<file path="config.mk">
export PLATFORM = sky130hd
export DESIGN_NAME = uart_rx
export DESIGN_NICKNAME = d
export VERILOG_FILES = /design/src/rtl/uart_rx.sv
export SDC_FILE = /design/constraint.sdc
export NUM_CORES = 1
export LEC_CHECK = 0
export CAP_MARGIN = 5
export CORE_ASPECT_RATIO = 1.75
export CORE_MARGIN = 2
export CORE_UTILIZATION = 45
export DETAILED_ROUTE_END_ITERATION = 8
export SYNTH_ARGS = -nofsm -noshare
export SYNTH_HDL_FRONTEND = slang
export SYNTH_SLANG_ARGS = --single-unit
</file>
<file path="constraint.sdc">
create_clock -name i_uart_clk -period 5.48 [get_ports i_uart_clk]
set_input_delay 0.822 -clock i_uart_clk [delete_from_list [all_inputs] [get_ports i_uart_clk]]
set_output_delay 0.822 -clock i_uart_clk [all_outputs]
set_load 0.02 [all_outputs]
</file>
<file path="src/rtl/uart_rx.sv">
// 8N1 UART receiver: 2-flop input synchroniser, mid-bit sampling at BAUD_MULT clocks per bit.
// Latency: byte valid 9*BAUD_MULT+HALF+3 clocks after the line falls; no backpressure, one-cycle pulses.
module uart_rx #(
  parameter int BAUD_MULT = 139
) (
  input  logic       i_uart_clk,
  input  logic       i_rst_n,
  input  logic       i_rx_data,
  output logic [7:0] o_byte_out,
  output logic       o_data_valid,
  output logic       o_rx_active,
  output logic       o_framing_err
);

  localparam int CW = $clog2(BAUD_MULT);
  localparam logic [CW-1:0] HALF = CW'((BAUD_MULT - 1) / 2);
  localparam logic [CW-1:0] LAST = CW'(BAUD_MULT - 1);

  typedef enum logic [2:0] {
    IDLE      = 3'd0,
    START     = 3'd1,
    DATA      = 3'd2,
    STOP      = 3'd3,
    WAIT_IDLE = 3'd4
  } state_e;

  state_e          state_q;
  logic            meta_q;
  logic            rx_s_q;
  logic [CW-1:0]   cnt_q;
  logic [2:0]      bit_cnt_q;
  logic [7:0]      shift_q;
  logic [7:0]      byte_q;
  logic            valid_q;
  logic            active_q;
  logic            ferr_q;

  always_ff @(posedge i_uart_clk or negedge i_rst_n) begin
    if (!i_rst_n) begin
      meta_q <= 1'b1;
      rx_s_q <= 1'b1;
    end else begin
      meta_q <= i_rx_data;
      rx_s_q <= meta_q;
    end
  end

  always_ff @(posedge i_uart_clk or negedge i_rst_n) begin
    if (!i_rst_n) begin
      state_q   <= IDLE;
      cnt_q     <= '0;
      bit_cnt_q <= '0;
      shift_q   <= '0;
      byte_q    <= '0;
      valid_q   <= 1'b0;
      active_q  <= 1'b0;
      ferr_q    <= 1'b0;
    end else begin
      valid_q <= 1'b0;
      ferr_q  <= 1'b0;
      case (state_q)
        IDLE: begin
          if (!rx_s_q) begin
            state_q  <= START;
            cnt_q    <= '0;
            active_q <= 1'b1;
          end
        end
        START: begin
          if (cnt_q == HALF) begin
            cnt_q <= '0;
            if (!rx_s_q) begin
              state_q   <= DATA;
              bit_cnt_q <= '0;
            end else begin
              // Line went back high before mid-start: treat as noise.
              state_q  <= IDLE;
              active_q <= 1'b0;
            end
          end else begin
            cnt_q <= cnt_q + CW'(1);
          end
        end
        DATA: begin
          if (cnt_q == LAST) begin
            cnt_q   <= '0;
            shift_q <= {rx_s_q, shift_q[7:1]};
            if (bit_cnt_q == 3'd7) state_q <= STOP;
            else                   bit_cnt_q <= bit_cnt_q + 3'd1;
          end else begin
            cnt_q <= cnt_q + CW'(1);
          end
        end
        STOP: begin
          if (cnt_q == LAST) begin
            cnt_q    <= '0;
            active_q <= 1'b0;
            if (rx_s_q) begin
              byte_q  <= shift_q;
              valid_q <= 1'b1;
              state_q <= IDLE;
            end else begin
              // Bad stop bit; wait for the line to recover so a break counts once.
              ferr_q  <= 1'b1;
              state_q <= WAIT_IDLE;
            end
          end else begin
            cnt_q <= cnt_q + CW'(1);
          end
        end
        WAIT_IDLE: begin
          if (rx_s_q) state_q <= IDLE;
        end
        default: begin
          state_q  <= IDLE;
          cnt_q    <= '0;
          active_q <= 1'b0;
        end
      endcase
    end
  end

  assign o_byte_out    = byte_q;
  assign o_data_valid  = valid_q;
  assign o_rx_active   = active_q;
  assign o_framing_err = ferr_q;

endmodule

</file>
==> reports/results.ini, run 1 <==
[timing]
post-route-period-util = 0.390
finalSetupViolCount = 0
drv_slew = 0
period_needed_ns = 2.14
hold_slack_ns = 0.359
finalHoldViolCount = 0
setup_tns_ns = 0
relSlewSlack = 0.660
fmax_ghz = 0.467
rsz0062_at_grt = no
worst_slew_pin_slew_ns = 0.508
finalClockSkew_ns = 0.00426

[clock_network]
cts.repair.resized = 0
postCtsSetupRepairBufs = 0
worstSkewPairLatency_ns = 0.28
clock_sinks = 35
cts_root_buf = clkbuf_8
htreeDepth = 2
numCtsBuffers = 5
cts_hold_buf = 0
path_clk_slew_ns = 0.06
cts_tree = built
max-clock-path-buffers = 2

[setup_path]
startpoint_type = flip-flop
cp_max_fo = 9
end_kind = flip-flop
critPathLaunch = cnt_q[0]
arrival_ns = 2.31
max_stage_delay_ns = 0.58
cp_data_required_time_ns = 5.65
crit_path_cell_trace = inv_1 -> ha_1 -> and4bb_4 -> nand3_4 -> or3_1 -> mux2_4
r2r_start = cnt_q[0]
crit_slowest_cell = or3_1
crit_type = flip-flop to flip-flop

[global_routing]
grt.overflow.total = 0
grt_pass1_vias = 1195
antenna_found_initial = 0
grt_pass1_wl_um = 5460
grt_max_degree = 36
grt_util_all_layers = 0.172

[synth]
yosysSeqAreaShare = 0.521
synth_top_area_share = 0.490
synthTopCellsByArea = dfrtp_1, mux2_4, mux2_2
syn-num-nets = 150
synth.distinct_cells = 41
synth_warnings = 0
ys_ff_latch = 35
synth_edf_count = 0
ys.flop_type = dfrtp_1
synthArstFlopShare = 1.00
avgSynthCellArea_um2 = 11.9
netlist_area_um2 = 1690
synth_top_area_cell = dfrtp_1
synth_cells = 142

[hold_path]
min_path_type = flip-flop to flip-flop
worstHoldStart = meta_q

[die]
coreArea_um2 = 3590
die_y_um = 85.0
dieArea_um2 = 4270
initial_core_util = 0.469
die_w_um = 50.3
rows = 29
io_pins = 14

[final_layout]
fin_util = 0.540
nets = 166
area_growth_pct = 15.1
final_common_cell = dfrtp_1
diodes = 0
layout-drive-gt1-share = 0.203
final_cell_mix = dfrtp_1, nand2_1, clkdlybuf4s50_1

[route]
vias_per_cell = 5.65
drt_first_pass_iters = 4
drt_iter0_drc = 20
ant_nets = 0
route.detailed.drc = 0
vias = 1153
avgRoutedWirePerCell_um = 15.5
routed_wirelength_um = 3150

[power]
power.density_nw_per_um2 = 233
irDropWorstVdd_mv = 0.163
leakage_nw = 0.896

[run]
max_cap_viol_count = 0

[placement]
port_buffers = 13
gp_congestion = 0.739
dp_hpwl_um = 2280

[run_status]
outcome = completed

synth_stat cells (all sizes together), types with 3 or more instances:
cell type  count
buf            3
dfrtp         33
ha             5
inv            5
mux2          17
nand2         13
nand3          3
nor2           9
nor2b          3
nor3           6
o211ai         3
o21ai          9
worst paths after layout:
kind	endpoint	slack, ns	cells after the start
max in group asynchronous	rx_s_q	4.19	2
min	rx_s_q	0.36	0
min in group asynchronous	shift_q[4]	0.95	2
min reg2reg	rx_s_q	0.36	0
max reg2reg	shift_q[6]	3.34	6
max	shift_q[6]	3.34	6
state kept, by name, summed over array words and instances (netlist names), 3 cells and up:
signal and flops:
bit_cnt_q 3, shift_q 8, state_q 3, o_byte_out 8
cnt_q 8
power breakdown:
group | internal [mW] | switching [mW]
Combinational | 0.00248 | 0.00609
Clock | 0.0984 | 0.0848
Sequential | 0.260 | 0.00121
per-layer routing:
metal  global-route usage  vias to the layer above  share of wire  wire [µm]
met4                0.101                        0          0.030         93
li1                     -                      544              -          -
met1                0.175                      581           0.39       1240
met3               0.0423                        7          0.024         77
met2                0.305                       21           0.55       1740
met5                    0                        -              0          0
cell type report:
class	count	area (µm²)
clock buffer	6	82.6
clock inverter	1	5.00
fill	295	1650
inverter	5	18.8
multi-input combinational	97	759
sequential	35	878
tap	46	57.6
timing repair buffer	14	138
critical path: cells and delay by family (launching register included):
family | cells | cell delay, ns
mux | 1 | 0.38
flops | 1 | 0.43
fa+ha+maj | 1 | 0.14
simple gates | 3 | 0.98
buf+inv | 1 | 0.08
logic make-up (layout without fill, tap and decap cells):
group           count (synthesis)  after routing  synth area share
mux                            17             17             0.131
buf+inv                        10             26            0.0282
fa+ha+maj                       5              5            0.0371
xor+xnor                        2              2            0.0104
compound gates                 30             30             0.125
simple gates                   43             43             0.146
flops                          35             35             0.521
through the flow:
| step | power, mW | cells | setup slack [ns] | cell area (µm²) |
|---|---|---|---|---|
| detailed placement | 0.275 | 197 | 3.35 | 1850 |
| floorplan | 0.267 | 142 | 3.61 | 1690 |
| global placement | 0.274 | 197 | 3.43 | 1850 |
| global route | 0.474 | 204 | 3.25 | 1940 |
| finish | 0.453 | 204 | 3.34 | 1940 |
| CTS | 0.462 | 204 | 3.33 | 1940 |
Note: power is estimated with default switching activity, not from simulation.
==> run 2: changes to the inputs <==
- clock period: 5.48 -> 2.1 ns (I/O delays scaled with it)
==> reports/results.ini, run 2 (synthesized netlist as in run 1, its figures left out) <==
[run_status]
outcome = completed

[setup_path]
crit_path_cell_trace = nor2_1 -> nand3_4 -> or3_1 -> mux2_4
max_stage_delay_ns = 0.54
startpoint_type = flip-flop
crit_buf_inv = 0
crit_family = simple AND/OR/NAND/NOR gates
end_kind = flip-flop
arrival_ns = 2.14
crit_slowest_cell = or3_1
cp_data_required_time_ns = 2.27
cp_max_fo = 8
crit_type = flip-flop to flip-flop

[timing]
period_needed_ns = 1.97
fmax_ghz = 0.508
worst_slew_pin_slew_ns = 0.535
hold_slack_ns = 0.359
layout_setup_ws_ns = 0.132
relSlewSlack = 0.640
finalSetupViolCount = 0
post-route-period-util = 0.937
finalClockSkew_ns = 0.00409
drv_slew = 0
finalHoldViolCount = 0
setup_tns_ns = 0
rsz0062_at_grt = no

[route]
ant_nets = 0
avgRoutedWirePerCell_um = 15.1
vias_per_cell = 5.45
vias = 1156
drt_first_pass_iters = 4
routed_wirelength_um = 3210
drt_iter0_drc = 33
route.detailed.drc = 0

[die]
die_w_um = 50.3
die_y_um = 85.0
coreArea_um2 = 3590
io_pins = 14
rows = 29
initial_core_util = 0.469
dieArea_um2 = 4270

[clock_network]
cts_root_buf = clkbuf_8
path_clk_slew_ns = 0.07
worstSkewPairLatency_ns = 0.28
cts.repair.resized = 0
cts_hold_buf = 0
numCtsBuffers = 5
htreeDepth = 2
clock_sinks = 35
postCtsSetupRepairBufs = 0
max-clock-path-buffers = 2
cts_tree = built

[global_routing]
grt_pass1_vias = 1226
grt_util_all_layers = 0.172
grt_max_degree = 36
antenna_found_initial = 0
grt_pass1_wl_um = 5530
grt.overflow.total = 0

[final_layout]
area_growth_pct = 20.0
diodes = 0
nets = 173
final_cell_mix = dfrtp_1, nand2_1, clkdlybuf4s50_1
fin_cells = 212
layout-drive-gt1-share = 0.241
final_common_cell = dfrtp_1

[power]
power.density_nw_per_um2 = 649
irDropWorstVdd_mv = 0.790
leakage_nw = 0.943

[placement]
dp_slack_ns = 0.134
place_inst = 204
dp_hpwl_um = 2360
port_buffers = 13
gp_congestion = 0.769

[run]
max_cap_viol_count = 0

[hold_path]
min_path_type = flip-flop to flip-flop

-- run 2: layout make-up --
cell class | count | area [µm²]
Sequential cell | 35 | 878
Tap cell | 46 | 57.6
Fill cell | 299 | 1570
Timing Repair Buffer | 21 | 190
Clock inverter | 2 | 35.0
Multi-Input combinational cell | 97 | 759
Clock buffer | 6 | 82.6
Inverter | 5 | 18.8
-- run 2: final timing paths --
check / from / endpoint / slack [ns] / depth (start not counted)
min in group asynchronous: i_rst_n / shift_q[5] / 0.43 / 2
worst min-delay path: meta_q / rx_s_q / 0.36 / 0
worst max register to register: cnt_q[4] / shift_q[4] / 0.13 / 4
max in group asynchronous: i_rst_n / meta_q / 1.33 / 2
worst max-delay path: cnt_q[4] / shift_q[4] / 0.13 / 4
worst min register to register: meta_q / rx_s_q / 0.36 / 0
-- run 2: power by group --
group / internal (mW) / switching, mW / leakage, nW
Clock: 0.384 / 0.225 / 0.0612
Combinational: 0.00648 / 0.0150 / 0.419
Sequential: 0.678 / 0.00344 / 0.462
Total: 1.07 / 0.243 / 0.943
-- run 2: metal layers --
| layer | GRT usage | wire (µm) | vias to the layer above |
|---|---|---|---|
| met1 | 0.176 | 1230 | 572 |
| met4 | 0.0707 | 41 | 0 |
| met2 | 0.317 | 1830 | 23 |
| met5 | 0 | 0 | - |
| li1 | - | - | 557 |
| met3 | 0.0493 | 101 | 4 |
-- run 2: per-stage QoR --
step	area [µm²]	utilization	total power, mW
after global routing	2020	0.563	1.36
after floorplan	1690	-	0.697
final	2020	0.563	1.31
after global placement	1900	0.530	0.716
after CTS	2020	0.563	1.33
after detailed placement	1900	0.530	0.716
==> edit 1 (settings of run 1) <==
`BAUD_MULT`: 139 -> 278.
--- a/src/rtl/uart_rx.sv
+++ b/src/rtl/uart_rx.sv
@@ -2,5 +2,5 @@
 // Latency: byte valid 9*BAUD_MULT+HALF+3 clocks after the line falls; no backpressure, one-cycle pulses.
 module uart_rx #(
-  parameter int BAUD_MULT = 139
+  parameter int BAUD_MULT = 278
 ) (
   input  logic       i_uart_clk,
Function: same outputs for any inputs over 10 cycles, from zero or initial values and one cycle with i_rst_n low; that may be too few to reach the edited logic, so the function may still have changed.
==> edit 1 against run 1 <==
  * Setup slack improved by 26 ps
  * Design area rose by 2.2%
  * Non-clock buffer count did not move
  * Sequential cell count rose by 1
  * Maximum frequency rose by 1.2%
  * Wire length rose by 4.5%
  * Core utilization rose by 0.63 points
  * Global-route usage rose by 0.31 points
  * Total power rose by 4.0%
  * Area after synthesis rose by 1.3%
  * Critical path type is now flop to output port
  * Critical endpoint is now o_rx_active
  * Largest cell class unchanged
  * Highest routed layer unchanged
==> edit 1: results (changes against run 1) <==
routed vias/inst=5.621 (-0.55%); top cells by area, synth=dfrtp_1, mux2_2, ha_1; Placed Instances=203 (+3.0%); Mapped Cells=146 (+2.8%); GP Congestion=0.8570 (+16%); met3 wire len=106 µm (+38%); flop-to-flop setup slack=3450 ps (+110 ps); DP HPWL=2288 µm (+0.36%); CP max stage delay=620 ps (+40 ps); first-pass GRT wire length=5609 µm (+2.8%); crit path DAT=1290 ps (-1020 ps); total wire length=3294 µm (+4.5%); Hold Crit Class=flop to flop; DR iter-0 viols=28 (+40%); dpl cell area=1889 µm² (+2.0%); port buffer count=13 (unchanged); fraction of final layout cells sized beyond drive strength 1=24.24% (+4.0 points); Crit Path Max Fanout=4 (-5); post-CTS setup buffers=0 (unchanged); Pleak=0.8957 nW (about the same); routed via count=1186 (+2.9%); reg-to-reg startpoint=cnt_q[1]; peak supply drop=0.1917 mV (+18%); delay-heaviest family, CP=buffers and inverters; sequential area share after synthesis=52.89% (+0.78 points); Tot GR Track Use=17.47% (+0.31 points); status=complete, no violations; CP max stage cell=clkdlybuf4s50_1; worst setup margin=3367 ps (+25.99 ps); Multi-input gate area=768.2 µm² (+1.2%); drt pass-1 iters=4 (unchanged); met1 wire length=1369 µm (+10%); Post-synth ARST share=100.0% (unchanged); worst-margin pin slew=872.1 ps (+363.9 ps); Reg-to-Reg End=o_byte_out[3]; Switch Pwr=0.1009 mW (+9.6%); clock skew=3.516 ps (-0.7470 ps); largest net degree at the start of global routing=37 (+2.8%); fillers=335 (+14%); Routed met2 length=1733 µm (-0.40%); Synth top cells by count=dfrtp_1, mux2_2, nand2_1, nor3_1, o21ai_0; Net count, final=172 (+3.6%); smallest hold slack=356.8 ps (-2.641 ps)
## edit 1: cell types whose count changed after synthesis, moves of 2 or more
cell | run 1 | this run
mux2_2 | 9 | 17
mux2_4 | 8 | 0
a21oi_1 | 2 | 6
nor2_1 | 9 | 5
a22oi_1 | 2 | 0
clkbuf_1 | 2 | 0
nor2b_1 | 3 | 1
nor3_1 | 5 | 7
o21ai_0 | 9 | 7
or2_2 | 0 | 2
or3_1 | 1 | 3
## edit 1: worst max-delay path by stage
| stage | from | endpoint | cells past startpoint |
|---|---|---|---|
| floorplan | bit_cnt_q[0] | bit_cnt_q[0] | 6 |
| CTS | o_rx_active | o_rx_active | 1 |
| global route | o_rx_active | o_rx_active | 1 |
| detailed placement | cnt_q[1] | o_byte_out[0] | 6 |
| finish | o_rx_active | o_rx_active | 1 |
| global placement | cnt_q[1] | o_byte_out[5] | 6 |
## edit 1: cells by family after synthesis
group,count (synthesis),share of synthesized area (%)
simple gates,48,17.22
xor+xnor,2,1.026
compound gates,28,11.28
buf+inv,9,2.124
fa+ha+maj,6,4.249
flops,36,52.89
mux,17,11.21
## edit 1: area by class of cell
class / count / share of cell area, %
clock inverter: 2 / 0.5051
tap: 46 / 2.904
multi-input combinational: 101 / 38.76
timing repair buffer: 14 / 6.944
sequential: 36 / 45.58
inverter: 6 / 1.136
clock buffer: 6 / 4.167
## edit 1: layer usage
| metal | global-route usage [%] | vias to the layer above |
|---|---|---|
| met2 | 28.47 | 26 |
| met1 | 20.40 | 589 |
| met4 | 9.091 | 0 |
| met3 | 5.401 | 10 |
| li1 | - | 561 |
| met5 | 0 | - |
## edit 1: worst register-to-register path, stage by stage, from the launching register on
cell and delay [ps]:
dfrtp_1 420, inv_1 90, ha_1 150, nor4b_4 280, nand2_2 150, nor3_4 430, mux2_2 390
## edit 1: power groups by stage
stage | registers, mW | clock network [mW] | logic, mW
final | 0.268 | 0.194 | 0.00893
after detailed placement | 0.273 | 0 | 0.00941
after global placement | 0.273 | 0 | 0.00914
after global routing | 0.268 | 0.214 | 0.0105
after floorplan | 0.273 | 0 | 0.00181
after CTS | 0.268 | 0.203 | 0.00942
==> edit 2 (settings of run 1) <==
Made on the original files. Re-encode `state_e` (5 states) as one-hot, 5 bits wide.
--- a/src/rtl/uart_rx.sv
+++ b/src/rtl/uart_rx.sv
@@ -17,10 +17,10 @@
   localparam logic [CW-1:0] LAST = CW'(BAUD_MULT - 1);
 
-  typedef enum logic [2:0] {
-    IDLE      = 3'd0,
-    START     = 3'd1,
-    DATA      = 3'd2,
-    STOP      = 3'd3,
-    WAIT_IDLE = 3'd4
+  typedef enum logic [4:0] {
+    IDLE      = 5'b00001,
+    START     = 5'b00010,
+    DATA      = 5'b00100,
+    STOP      = 5'b01000,
+    WAIT_IDLE = 5'b10000
   } state_e;
 
Check against the original RTL: same outputs for any inputs over 10 cycles, from zero or initial values and one cycle with i_rst_n low; not proved beyond that.
==> edit 2 against run 1 <==
  * Design area grew 8.8%
  * Synthesized cell count grew 14%
  * Hold slack lost 1.8 ps
  * Clock skew grew 1.9 ps
  * Critical path depth shrank 1
  * Setup slack gained 24 ps
  * Via count grew 14%
  * Sequential cell count grew 2
  * Core utilization grew 0.57 points
  * Area after synthesis grew 7.4%
  * Die area grew 7.0%
  * Wire length grew 14%
  * Critical path type unchanged
  * Highest routed layer unchanged
Power is not compared: it rests on default switching activity, and its combinational part moved more than twofold at a synthesized area within 25%.
==> edit 2: results (changes against run 1) <==
Synth top cells by count=dfrtp_1, mux2_1, nand2_1, nand3_1; Slew headroom=68.62% (+2.6 points); CP max stage delay=600 ps (+20 ps); fraction of final layout cells sized beyond drive strength 1=12.36% (-7.9 points); top cells by area, synth=dfrtp_1, mux2_1, dfstp_2; met1 Usage GRT=18.67% (+1.1 points); detailed-route wire length per cell=15.93 µm (+3.1%); met3 wire len=114 µm (+48%); sequential area share after synthesis=51.35% (-0.77 points); clock skew=6.199 ps (+1.935 ps); hold path startpoint=meta_q; Pleak=0.9831 nW; delay-heaviest family, CP=compound AO/OA/AOI/OAI gates; grt met3 use=4.096% (-0.13 points); met2 Usage GRT=34.64% (+4.1 points); CP max stage cell=or4b_4; Cell variety after synth=43 (+4.9%); Crit Path Max Fanout=12 (+3); hold depth=0 (unchanged); Routed met2 length=2044 µm (+17%); DR iter-0 viols=27 (+35%); crit path DAT=2320 ps; status=complete, no violations; combinational power=0.166 mW; total number of H-tree levels=2 (unchanged); initial antenna violation count=0 (unchanged); reg-to-reg startpoint=state_q[3]; met1 wire length=1332 µm (+7.3%); Net count, final=185 (+11%); Synthesized Nets=170 (+13%); vias in the first global route=1390 (+16%); Reg-to-Reg End=cnt_q[2]; largest net degree at the start of global routing=38 (+5.6%); routed vias/inst=5.836 (+3.3%); flop-to-flop setup slack=3360 ps (+20 ps); first-pass GRT wire length=6348 µm (+16%); Resize count post-CTS=0 (unchanged); dpl cell area=1976 µm² (+6.7%); Tot GR Track Use=18.59% (+1.4 points); DR top layer=met4; drt pass-1 iters=4 (unchanged); DP HPWL=2723 µm (+19%); GP Congestion=0.8327 (+13%)
==> edit 2: cell count changes in the layout (fill, tap and decap cells not counted), moves of 4 or more <==
cell / delta
nand3_1: +6
a31oi_1: +4
mux2_1: +13
mux2_4: -8
a21oi_1: +4
o21ai_0: -6
and3_1: +5
mux2_2: -6
o21ai_1: +7
==> edit 2: how the worst max path moves through the flow <==
stage | start | endpoint
after detailed placement | state_q[3] | cnt_q[2]
final | state_q[3] | cnt_q[2]
after global placement | state_q[3] | cnt_q[6]
after CTS | state_q[3] | cnt_q[2]
after global routing | cnt_q[2] | o_byte_out[1]
after floorplan | state_q[2] | cnt_q[6]
==> edit 2: cell families (layout without fill, tap and decap cells) <==
| family | Yosys count | count (layout) | synth area share [%] |
|---|---|---|---|
| flops | 37 | 37 | 51.35 |
| mux | 16 | 16 | 9.951 |
| buf+inv | 12 | 28 | 3.041 |
| compound gates | 38 | 38 | 14.79 |
| fa+ha+maj | 5 | 5 | 3.455 |
| simple gates | 51 | 51 | 15.97 |
| xor+xnor | 3 | 3 | 1.452 |
==> edit 2: through the flow <==
step | util [%] | total power, mW | cells | hold slack (ps) | worst slack, ps
floorplan | - | 0.4599 | 162 | 345.2 | 3575
global placement | 51.10 | 0.4976 | 218 | 345.8 | 3392
detailed placement | 51.10 | 0.5063 | 218 | 348.1 | 3402
CTS | 54.56 | 0.7808 | 226 | 358.9 | 3383
global route | 54.56 | 0.8215 | 226 | 362.7 | 3243
finish | 54.56 | 0.7732 | 226 | 357.7 | 3364
==> edit 2: area by class of cell <==
type	instances	area [µm²]
clock buffer	5	68.82
clock inverter	3	65.06
fill	342	1757
inverter	6	22.52
multi-input combinational	113	825.8
sequential	37	929.6
tap	48	60.06
timing repair buffer	14	137.6
